`src/rtl/noc_pkg.sv`:
```
// Shared definitions for the mesh NoC switch.
//   NUM_PORTS / PORT_W : switch port count and the width of one port index
//   NORTH..EAST        : direction encoding of the port indices
//   out_state_t        : per-output reservation state (FREE / LOCKED)
package noc_pkg;
  localparam int NUM_PORTS = 4;
  localparam int PORT_W    = $clog2(NUM_PORTS);

  localparam logic [PORT_W-1:0] NORTH = PORT_W'(0);
  localparam logic [PORT_W-1:0] SOUTH = PORT_W'(1);
  localparam logic [PORT_W-1:0] WEST  = PORT_W'(2);
  localparam logic [PORT_W-1:0] EAST  = PORT_W'(3);

  typedef enum logic {
    FREE   = 1'b0,
    LOCKED = 1'b1
  } out_state_t;
endpackage

```
`src/rtl/route_allocator_if.sv`:
```
// Request/grant bundle between the head-flit buffers and the output allocator.
//   req_valid    : per-input route-reservation request
//   req_port     : per-input requested output (field i = bits i*W +: W)
//   tail_release : per-input one-cycle pulse, tail flit forwarded
//                  (named tail_release because "release" is a reserved word)
//   grant        : per-input one-cycle acceptance pulse
//   sel          : per-output index of the driving input
//   out_locked   : per-output reservation flag
//   in_locked    : per-input "owns an output" flag
// Modports: master = buffer side (drives requests), slave = allocator side.
interface route_allocator_if
  import noc_pkg::*;
#(
  parameter int N = NUM_PORTS,
  parameter int W = PORT_W
);
  logic [N-1:0]   req_valid;
  logic [N*W-1:0] req_port;
  logic [N-1:0]   tail_release;
  logic [N-1:0]   grant;
  logic [N*W-1:0] sel;
  logic [N-1:0]   out_locked;
  logic [N-1:0]   in_locked;

  modport master (
    output req_valid, req_port, tail_release,
    input  grant, sel, out_locked, in_locked
  );

  modport slave (
    input  req_valid, req_port, tail_release,
    output grant, sel, out_locked, in_locked
  );
endinterface

```
`src/rtl/rr_arbiter.sv`:
```
// Round-robin arbiter with a registered priority pointer.
//   clk, rst : clock, synchronous active-high reset (pointer -> 0)
//   req      : request vector
//   advance  : when high and something is granted, pointer moves past winner
//   gnt      : one-hot grant (combinational from req and the pointer)
// The pointer arithmetic wraps modulo 2**W, so N must be a power of two.
module rr_arbiter #(
  parameter int N = 4,
  parameter int W = $clog2(N)
) (
  input  logic         clk,
  input  logic         rst,
  input  logic [N-1:0] req,
  input  logic         advance,
  output logic [N-1:0] gnt
);
  logic [W-1:0] ptr_reg;
  logic [W-1:0] ptr_next;

  always_comb begin
    logic [W-1:0] idx;
    logic         found;
    gnt      = '0;
    ptr_next = ptr_reg;
    found    = 1'b0;
    idx      = '0;
    // Scan from the pointer upward; the first requester found wins.
    for (int k = 0; k < N; k++) begin
      idx = ptr_reg + W'(k);
      if (!found && req[idx]) begin
        found    = 1'b1;
        gnt[idx] = 1'b1;
        if (advance) ptr_next = idx + W'(1);
      end
    end
  end

  always_ff @(posedge clk) begin
    if (rst) ptr_reg <= '0;
    else     ptr_reg <= ptr_next;
  end
endmodule

```
`src/rtl/route_allocator.sv`:
```
// Per-switch output allocator: round-robin arbitration per output, output
// locked to its winner until the winner's tail flit is released.
//   clk, rst : clock, synchronous active-high reset (drops every lock)
//   bus      : route_allocator_if slave (requests in; grant/sel/locks out)
// All outputs are registered; a request sampled at one edge is reflected
// in grant/sel/out_locked/in_locked right after that edge.
module route_allocator
  import noc_pkg::*;
#(
  parameter int N = NUM_PORTS,
  parameter int W = PORT_W
) (
  input logic              clk,
  input logic              rst,
  route_allocator_if.slave bus
);
  out_state_t     state_reg [N];
  out_state_t     state_next [N];
  logic [N*W-1:0] sel_reg;
  logic [N*W-1:0] sel_next;
  logic [N-1:0]   grant_reg;
  logic [N-1:0]   grant_next;
  logic [N-1:0]   in_locked_reg;
  logic [N-1:0]   in_locked_next;
  logic [N-1:0]   elig [N];
  logic [N-1:0]   arb_gnt [N];

  // An input that already owns an output is invisible to arbitration, which
  // also swallows a request lingering one cycle past its grant.
  always_comb begin
    for (int o = 0; o < N; o++) begin
      elig[o] = '0;
      for (int i = 0; i < N; i++) begin
        elig[o][i] = bus.req_valid[i] & ~in_locked_reg[i] &
                     (bus.req_port[i*W +: W] == W'(o));
      end
    end
  end

  // Pointer only moves while the output is FREE, i.e. when a grant locks it.
  for (genvar go = 0; go < N; go++) begin : g_out
    rr_arbiter #(.N(N), .W(W)) u_arb (
      .clk     (clk),
      .rst     (rst),
      .req     (elig[go]),
      .advance (state_reg[go] == FREE),
      .gnt     (arb_gnt[go])
    );
    assign bus.out_locked[go] = (state_reg[go] == LOCKED);
  end

  // The sel field doubles as the owner register: it is written only on lock
  // and held through the LOCKED interval (and afterwards while FREE).
  always_comb begin
    state_next     = state_reg;
    sel_next       = sel_reg;
    grant_next     = '0;
    in_locked_next = in_locked_reg;
    for (int o = 0; o < N; o++) begin
      case (state_reg[o])
        FREE: begin
          if (|arb_gnt[o]) begin
            state_next[o] = LOCKED;
            for (int i = 0; i < N; i++) begin
              if (arb_gnt[o][i]) begin
                sel_next[o*W +: W] = W'(i);
                grant_next[i]      = 1'b1;
                in_locked_next[i]  = 1'b1;
              end
            end
          end
        end
        LOCKED: begin
          if (bus.tail_release[sel_reg[o*W +: W]]) begin
            state_next[o]                      = FREE;
            in_locked_next[sel_reg[o*W +: W]]  = 1'b0;
          end
        end
        default: state_next[o] = FREE;
      endcase
    end
  end

  always_ff @(posedge clk) begin
    if (rst) begin
      for (int o = 0; o < N; o++) state_reg[o] <= FREE;
      sel_reg       <= '0;
      grant_reg     <= '0;
      in_locked_reg <= '0;
    end else begin
      for (int o = 0; o < N; o++) state_reg[o] <= state_next[o];
      sel_reg       <= sel_next;
      grant_reg     <= grant_next;
      in_locked_reg <= in_locked_next;
    end
  end

  assign bus.grant     = grant_reg;
  assign bus.sel       = sel_reg;
  assign bus.in_locked = in_locked_reg;
endmodule

```
`src/flat_wrapper.sv`:
```
// flat-port wrapper written by rule: the top's interface ports become plain ports
module route_allocator_flat import noc_pkg::*;
#(
  parameter int N = NUM_PORTS,
  parameter int W = PORT_W
)
  (clk, rst, bus_req_valid, bus_req_port, bus_tail_release, bus_grant, bus_sel, bus_out_locked, bus_in_locked);
  route_allocator_if #(.N(N), .W(W)) bus_i ();
  input logic clk;
  input logic rst;
  input wire logic [$bits(bus_i.req_valid)-1:0] bus_req_valid;
  input wire logic [$bits(bus_i.req_port)-1:0] bus_req_port;
  input wire logic [$bits(bus_i.tail_release)-1:0] bus_tail_release;
  output wire logic [$bits(bus_i.grant)-1:0] bus_grant;
  output wire logic [$bits(bus_i.sel)-1:0] bus_sel;
  output wire logic [$bits(bus_i.out_locked)-1:0] bus_out_locked;
  output wire logic [$bits(bus_i.in_locked)-1:0] bus_in_locked;
  assign bus_i.req_valid = bus_req_valid;
  assign bus_i.req_port = bus_req_port;
  assign bus_i.tail_release = bus_tail_release;
  assign bus_grant = bus_i.grant;
  assign bus_sel = bus_i.sel;
  assign bus_out_locked = bus_i.out_locked;
  assign bus_in_locked = bus_i.in_locked;
  route_allocator #(.N(N), .W(W)) u_core (.clk(clk), .rst(rst), .bus(bus_i));
endmodule
```
`config.mk`:
```
export PLATFORM = sky130hd
export DESIGN_NAME = route_allocator_flat
export DESIGN_NICKNAME = d
export VERILOG_FILES = /design/src/rtl/noc_pkg.sv /design/src/rtl/route_allocator_if.sv /design/src/rtl/rr_arbiter.sv /design/src/rtl/route_allocator.sv /design/src/flat_wrapper.sv
export SDC_FILE = /design/constraint.sdc
export NUM_CORES = 1
export LEC_CHECK = 0
export CORE_MARGIN = 4
export CORE_UTILIZATION = 40
export DETAILED_ROUTE_END_ITERATION = 8
export GPL_TIMING_DRIVEN = 1
export PLACE_DENSITY_LB_ADDON = 0.12
export RECOVER_POWER = 25
export SYNTH_ARGS = -nofsm -noshare
export SYNTH_HDL_FRONTEND = slang
export SYNTH_SLANG_ARGS = --single-unit
```
`constraint.sdc`:
```
create_clock -name clk -period 2.9 [get_ports clk]
set_input_delay 0.58 -clock clk [delete_from_list [all_inputs] [get_ports clk]]
set_output_delay 0.58 -clock clk [all_outputs]
set_load 0.005 [all_outputs]
```
Yosys cells after proc, flatten, opt, wreduce, memory -nomap -nowiden
Cells that the tools add are included.

Add/sub/neg operators: 24. Magnitude comparators: 40. Equality and inequality tests: 12. Mux-type cells: 220. Bitwise operators: 48. Reduce and logical (&&, ||, !) cells: 60.

Operators by type and width (number): $mux 4 (32); $mux 2 (48); $mux 1 (92); $lt 2x3->1 const B (20); $or 4x4->4 (12); $bmux 1 s2 (20); $demux 1 s2 (20); $ge 2x1->1 const B (20); $add 2x1->2 const B (16); $logic_and 1x1->1 (32); $pmux 4 s2 (4); $and 1x1->1 (20); $add 2x2->2 const B (8); $and 4x4->4 (4); $eq 2x2->1 const B (8); $not 4->4 (4); $reduce_bool 4->1 (4); $reduce_or 4->1 (4); $logic_not 1->1 (12); $reduce_and 3->1 (4); $eq 2x1->1 const B (4); $logic_not 2->1 (4); $not 1->1 (8); $pmux 1 s2 (4).

Register bits after elaboration: 28. Word-level logic and storage cells: 418.

Depth between registers and ports, before layout
Gate-level depths: netlist (run 1).

Depth after elaboration: 27. Gate-level depth with buffers: 11. Gate-level depth less buffers: 9.

Modules after synthesis
A second synthesis (run 1) with hierarchy kept.

Cell total of the unflattened synthesis: 398. Area, all modules: 3429.5 um^2.

Modules (own cells, without submodules): rr_arbiter (times used 4, cells each 60, area an instance 545.5 um^2); route_allocator (times used 1, cells each 158, area an instance 1247.4 um^2).

Worst setup path before layout (run 1)
OpenSTA, ideal clock, no wires.

Path type: register to register. From: register u_core.g_out[3].u_arb.ptr_reg[1]. To: register u_core.state_reg (netlist bit u_core.bus.out_locked[3]). Library setup time: 115 ps. Arrival time: 2727 ps. Required time: 2785 ps. Path slack: 58 ps. Cell stages (with the launch flop): 9. Buffers on the path: 1. Clock period less this slack: 2842 ps. Path through: dfxtp_1 > inv_1 > ha_1 > clkbuf_1 > mux4_2 > a221o_1 > a32oi_1 > nand4_1 > o21a_1.

Cells in the longest elaborated chain, start to end: 15.

RTL lines: from (decl) (RTL line rr_arbiter.sv:17) `logic [W-1:0] ptr_reg;`; from (signal assigned) (RTL line rr_arbiter.sv:40) `else ptr_reg <= ptr_next;`; branches (longest 11 deep; another with $lt 2x3->1); $mux 4 (*) (RTL line rr_arbiter.sv:30) `if (!found && req[idx]) begin`; $reduce_or 4->1 (*) (RTL line route_allocator.sv:62) `if (|arb_gnt[o]) begin`; $mux 1 (*) (RTL line route_allocator.sv:62); $pmux 1 s2 (*) (RTL line route_allocator.sv:60) `case (state_reg[o])`; to (decl) (RTL line route_allocator.sv:17) `out_state_t state_reg [N];`.

Every way passes the cells marked *. The select of a mux whose other input is x is not followed. A chain may end at the register's enable or synchronous reset.

Final worst setup path (run 1)
From: input bus_req_port[7]. To: register u_core.sel_reg[5] (netlist: u_core.bus.sel[5]).

Cells in the longest elaborated chain, start to end: 17.

RTL lines: from (decl) (RTL line flat_wrapper.sv:12) `input wire logic [$bits(bus_i.req_port)-1:0] bus_req_port;`; $eq 2x2->1 (*) (RTL line route_allocator.sv:35) `(bus.req_port[i*W +: W] == W'(o));`; $and 1x1->1 (*) (RTL line route_allocator.sv:34) `elig[o][i] = bus.req_valid[i] & ~in_locked_reg[i] &`; $bmux 1 s2 (RTL line rr_arbiter.sv:30); $mux 1 (not written as such) (RTL line rr_arbiter.sv:30); $mux 1 (RTL line rr_arbiter.sv:30); $logic_not 1->1 (RTL line rr_arbiter.sv:30); $logic_and 1x1->1 (RTL line rr_arbiter.sv:30); $mux 1 (RTL line rr_arbiter.sv:30); $logic_not 1->1 (RTL line rr_arbiter.sv:30); $logic_and 1x1->1 (RTL line rr_arbiter.sv:30); $mux 1 (RTL line rr_arbiter.sv:30); $logic_not 1->1 (RTL line rr_arbiter.sv:30); $logic_and 1x1->1 (RTL line rr_arbiter.sv:30); $mux 4 (*) (RTL line rr_arbiter.sv:30); $mux 2 (3 in a row) (RTL line route_allocator.sv:65) `if (arb_gnt[o][i]) begin`; to (signal assigned) (RTL line route_allocator.sv:92) `sel_reg <= sel_next;`; to (decl) (RTL line route_allocator.sv:19) `logic [N*W-1:0] sel_reg;`.

Mark *: on every way between the ends. The rest lies on a longest branch, timed or not. The select of a mux whose other input is x is not followed.

==> reports/qor.tcl, run 1 <==
set qor(drt-pass1-iter-count) 5
set qor(synth-edff-count) 0
set qor(timing.critical_path.slowest_cell_delay_ns) 0.50
set qor(finish.net_count) 617
set qor(number_of_warnings_printed_during_yosys_synthesis) 0
set qor(slowest_stage) {or4_1}
set qor(final_cells) 679
set qor(totalWireLength_um) 12500
set qor(crit_path_start_kind) {input pin}
set qor(finalSetupViolations) 0
set qor(globalRouteTotalUtil_pct) 22.5
set qor(hold_viol) 0
set qor(fmaxAchievable_mhz) 356
set qor(total_drc_errors_in_the_routed_layout) 0
set qor(run_status) {finished clean}
set qor(global_route_wire_length_before_repair_um) 20400
set qor(gp_congestion) 0.869
set qor(clock_tree.buffer_depth) 2
set qor(syn-num-nets) 488
set qor(cts_tree) {built}
set qor(ant_nets) 0
set qor(cp_top_family) {simple AND/OR/NAND/NOR gates}
set qor(route.vias.total) 4208
set qor(root_buffer) {clkbuf_8}
set qor(period_minus_slack_ns) 2.81
set qor(cts.reportedPaths.clkPinSlew_ns) 0.12
set qor(worst_case_setup_margin_in_the_final_layout_ns) 0.0932
set qor(via_count_of_the_first_global_routing_pass) 3904
set qor(tightest_slew_ns) 0.534
set qor(timing.setup.critical_path_class) {in2reg}
set qor(p_leak_nw) 1.99
set qor(num_io_pins) 38
set qor(max-cap-violations) 0
set qor(timing.critical_path.cells) {dlygate4sd2_1 -> buf_4 -> and4bb_2 -> mux4_2 -> and2_4 -> a22o_1 -> a221o_1 -> or4_1 -> a31oi_1}
set qor(htree_num_levels) 1
set qor(layout_common_cells) {buf_4, nor2_1, nand2_1}
set qor(powerDensity_nw_per_um2) 901
set qor(syn_to_final_growth_pct) 36.2
set qor(worstPathRequired_ns) 3.13
set qor(coreArea_um2) 8850
set qor(layout-drive-gt1-share_pct) 29.2
set qor(numPlacedInstances) 669
set qor(syn_area_um2) 3680
set qor(num_rows) 34
set qor(antenna_found_initial) 0
set qor(arrival_ns) 3.03
set qor(post_drt_wl_per_cell_um) 18.3
set qor(later_pin_clock_latency_in_the_skew_report_ns) 0.29
set qor(post-route-period-util_pct) 96.8
set qor(min-delay-path-class) {reg2reg}
set qor(proportion_of_synthesized_flip_flops_having_asynchronous_set_or_reset_pct) 0
set qor(viasPerCell) 6.20
set qor(cts_buffers) 3
set qor(final_common_cell) {buf_4}
set qor(synth_seq_area_share_pct) 15.2
set qor(finalMaxSlewViolations) 0
set qor(timing.critical_path.buf_inv) 2
set qor(cts.sink_count) 28
set qor(die-area_um2) 10800
set qor(n_antenna_cell) 0
set qor(place_hpwl_um) 9700
set qor(critical_path.max_fanout) 4
set qor(io_buffers) 37
set qor(ys.flop_type) {dfxtp_1}
set qor(global_route.overflow_total) 0
set qor(power.ir.vdd_worst_mv) 0.340
set qor(fp.dieW_um) 104
set qor(finClkSkew_ns) 0.00203
set qor(holdWs_ns) 0.599
set qor(syn_avg_cell_area_um2) 8.30
set qor(detailedRoute.firstIterationViolations) 236
set qor(synth_seq_cells) 28
set qor(max_slew_margin_pct) 64.3
set qor(start_util_pct) 41.6
set qor(timing.critical_path.to_type) {flop}
set qor(synth_cell_types) 76
set qor(pre_cts_ws_ns) -0.524
set qor(fp.dieH_um) 104
set qor(postSynthCellCount) 443
set qor(pin_count_of_the_biggest_net_entering_global_routing) 25
-- worst min-delay path: stages (launching register included) --
cell     delay [ns]
dfxtp_1        0.38
nand2_1        0.10
a31oi_1        0.08
-- worst paths after layout --
check                                        startpoint                end  slack, ns  cells past startpoint
worst min register to register        u_core.bus.sel[0]  u_core.bus.sel[0]       0.60                      2
worst min-delay path                  u_core.bus.sel[0]  u_core.bus.sel[0]       0.60                      2
worst max register to register  u_core.bus.in_locked[3]  u_core.bus.sel[5]       0.10                      7
worst max-delay path                    bus_req_port[7]  u_core.bus.sel[5]       0.09                      9
-- kinds of logic (layout without fill, tap and decap cells) --
logic type	after synthesis	after routing	synth area share, %
AO/OA/AOI/OAI	148	148	28.4
XOR/XNOR	4	4	0.953
adder cells (fa/ha/maj)	27	27	9.19
buffers and inverters	40	168	4.80
flip-flops	28	28	15.2
multiplexers	25	25	14.5
AND/OR/NAND/NOR	171	171	26.9
-- synthesized netlist by cell type (5+ instances only) --
library cell | number | area, um2
a31oi_1 | 17 | 106
nand4b_1 | 5 | 43.8
dfxtp_1 | 28 | 561
a221o_1 | 5 | 50.1
nand2_1 | 37 | 139
nor2_1 | 41 | 154
a211oi_1 | 10 | 75.1
clkbuf_1 | 13 | 48.8
ha_1 | 27 | 338
nand4bb_1 | 6 | 67.6
o2bb2ai_1 | 5 | 43.8
o2111ai_1 | 5 | 43.8
a221oi_1 | 8 | 70.1
mux4_2 | 20 | 450
nand3_1 | 19 | 95.1
nor3_1 | 22 | 110
inv_1 | 20 | 75.1
a21oi_1 | 26 | 130
o21ai_0 | 22 | 110
-- layout make-up --
class | count | area (um2)
Clock buffer | 3 | 41.3
Clock inverter | 1 | 30.0
Fill cell | 875 | 3840
Inverter | 21 | 78.8
Multi-Input combinational cell | 375 | 3020
Sequential cell | 28 | 567
Tap cell | 108 | 135
Timing Repair Buffer | 143 | 1130
-- report_power, final --
group          total (mW)  internal, mW  leakage [nW]  switching [mW]
Combinational        3.35          1.69          1.72            1.66
Clock               0.338         0.185        0.0357           0.153
Sequential          0.822         0.562         0.232           0.260
Total                4.51          2.43          1.99            2.08
-- through the flow --
stage	power [mW]	instance area (um2)	util (%)	setup TNS (ns)
2_1_floorplan	2.77	3680	-	0
4_1_cts	4.43	4980	56.3	0
6_report	4.51	5010	56.6	0
3_5_place_dp	4.02	4840	54.7	-9.28
3_3_place_gp	3.98	4840	54.7	-8.05
5_1_grt	4.87	5010	56.6	-0.0156
-- what timing repair did --
action                     CTS  global route
setup endpoints to repair   18             9
pin swaps                    3             5
hold buffers                 0             0
gates resized for setup     27            21
setup buffers                2             4
-- layer usage --
metal  global-route usage, %  wire (um)  share of wire, %
met1                    33.2       5940                48
met2                    36.9       5730                46
met4                    3.13         92              0.74
met5                       0          0                 0
met3                    1.30        701               5.6
Power figures use the tool's default switching activity.
==> run 2, diff against run 1 <==
CORE_UTILIZATION = 45   (was 40)
==> reports/qor.tcl, run 2 (same netlist as run 1, synthesis figures left out) <==
set qor(hold_viol) 0
set qor(die-area_um2) 9680
set qor(gp_congestion) 0.965
set qor(rr_startpoint) {u_core.bus.in_locked[1]}
set qor(detailedRoute.firstIterationViolations) 318
set qor(max-cap-violations) 0
set qor(max_slew_margin_pct) 63.7
set qor(fmaxAchievable_mhz) 358
set qor(finalSetupViolations) 0
set qor(io_buffers) 37
set qor(cts_hold_repair.buffers) 0
set qor(tightest_slew_ns) 0.543
set qor(num_rows) 32
set qor(coreArea_um2) 7850
set qor(via_count_of_the_first_global_routing_pass) 3797
set qor(finalMaxSlewViolations) 0
set qor(totalWireLength_um) 11900
set qor(worst_setup_path_startpoint) {bus_req_port[7]}
set qor(p_leak_nw) 1.96
set qor(num_io_pins) 38
set qor(setup.worst_path.end) {u_core.bus.sel[5]}
set qor(power.ir.vdd_worst_mv) 0.415
set qor(arrival_ns) 3.03
set qor(pre_cts_ws_ns) -0.531
set qor(crit_path_start_kind) {input pin}
set qor(fp.dieW_um) 98.4
set qor(cts.sink_count) 28
set qor(place_hpwl_um) 9260
set qor(later_pin_clock_latency_in_the_skew_report_ns) 0.30
set qor(htree_num_levels) 1
set qor(drt-pass1-iter-count) 5
set qor(worstPathRequired_ns) 3.14
set qor(globalRouteTotalUtil_pct) 23.8
set qor(min-delay-path-class) {reg2reg}
set qor(cts_tree) {built}
set qor(period_minus_slack_ns) 2.79
set qor(timing.critical_path.to_type) {flop}
set qor(total_drc_errors_in_the_routed_layout) 0
set qor(fp.dieH_um) 98.4
set qor(finClkSkew_ns) 0.00887
set qor(start_util_pct) 46.9
set qor(cts.reportedPaths.clkPinSlew_ns) 0.13
set qor(layout-drive-gt1-share_pct) 27.2
set qor(critical_path.max_fanout) 7
set qor(run_status) {finished clean}
set qor(final_common_cell) {buf_4}
set qor(global_route.overflow_total) 0
set qor(finalCoreUtilization_pct) 63.1
set qor(reg2reg_to) {u_core.bus.out_locked[1]}
set qor(route.vias.total) 4235
set qor(ant_nets) 0
set qor(global_route_wire_length_before_repair_um) 19100
set qor(final_cells) 669
set qor(post_drt_wl_per_cell_um) 17.8
set qor(clock_tree.buffer_depth) 2
set qor(powerDensity_nw_per_um2) 892
set qor(worstHoldStart) {u_core.bus.sel[0]}
set qor(rr_worst_depth) 8
set qor(antenna_found_initial) 0
set qor(worst_case_setup_margin_in_the_final_layout_ns) 0.109
set qor(root_buffer) {clkbuf_8}
set qor(layout_common_cells) {buf_4, nor2_1, nand2_1}
set qor(finish.net_count) 613
set qor(finalSetupTns_ns) 0
set qor(cts_buffers) 3
set qor(syn_to_final_growth_pct) 34.7
set qor(numPlacedInstances) 662
set qor(holdWs_ns) 0.586
set qor(regToRegSetupSlack_ns) 0.15
set qor(timing.setup.critical_path_class) {in2reg}
set qor(viasPerCell) 6.33
set qor(post-route-period-util_pct) 96.2
set qor(n_antenna_cell) 0
set qor(pin_count_of_the_biggest_net_entering_global_routing) 25
[run 2: metal layers]
layer / up-vias / track usage (%) / share of wire [%]
met4: 0 / 5.67 / 1.7
met2: 175 / 37.4 / 45
met1: 2015 / 34.8 / 47
met3: 18 / 2.86 / 6.5
met5: - / 0 / 0
li1: 2027 / - / -
[run 2: layout make-up]
| class | instances | area (um2) |
|---|---|---|
| tap | 102 | 128 |
| clock inverter | 1 | 30.0 |
| timing repair buffer | 139 | 1130 |
| fill | 709 | 2890 |
| sequential | 28 | 564 |
| clock buffer | 3 | 41.3 |
| inverter | 21 | 78.8 |
| multi-input combinational | 375 | 2980 |
[run 2: worst min-delay path by stage]
stage                                   end  slack [ns]  depth (start not counted)
after floorplan           u_core.bus.sel[2]        0.53                          2
after global placement    u_core.bus.sel[0]        0.56                          2
after detailed placement  u_core.bus.sel[0]        0.57                          2
after CTS                 u_core.bus.sel[0]        0.59                          2
after global routing      u_core.bus.sel[2]        0.62                          2
final                     u_core.bus.sel[0]        0.59                          2
[run 2: critical path, cell delays in order]
cell,delay [ns]
dlygate4sd2_1,0.25
buf_6,0.13
and4bb_2,0.23
mux4_2,0.48
and2_4,0.18
a22o_1,0.17
a221o_1,0.34
or4_1,0.50
a31oi_1,0.17
[run 2: timing repair]
item / 4_1_cts / 5_1_grt
resized for setup: 22 / 16
pin swaps: 2 / 6
setup endpoints to repair: 17 / 7
buffers inserted: 2 / 1
[run 2: power by group]
part           leakage, nW  switching (mW)  internal [mW]
logic                 1.70            1.60           1.63
registers            0.232           0.272          0.559
clock network       0.0357           0.162          0.186
total                 1.96            2.04           2.38
[run 2: metrics by stage]
step / power, mW / area [um2]
2_1_floorplan: 2.77 / 3680
6_report: 4.42 / 4950
5_1_grt: 4.74 / 4950
4_1_cts: 4.38 / 4940
3_5_place_dp: 4.01 / 4830
3_3_place_gp: 3.96 / 4830
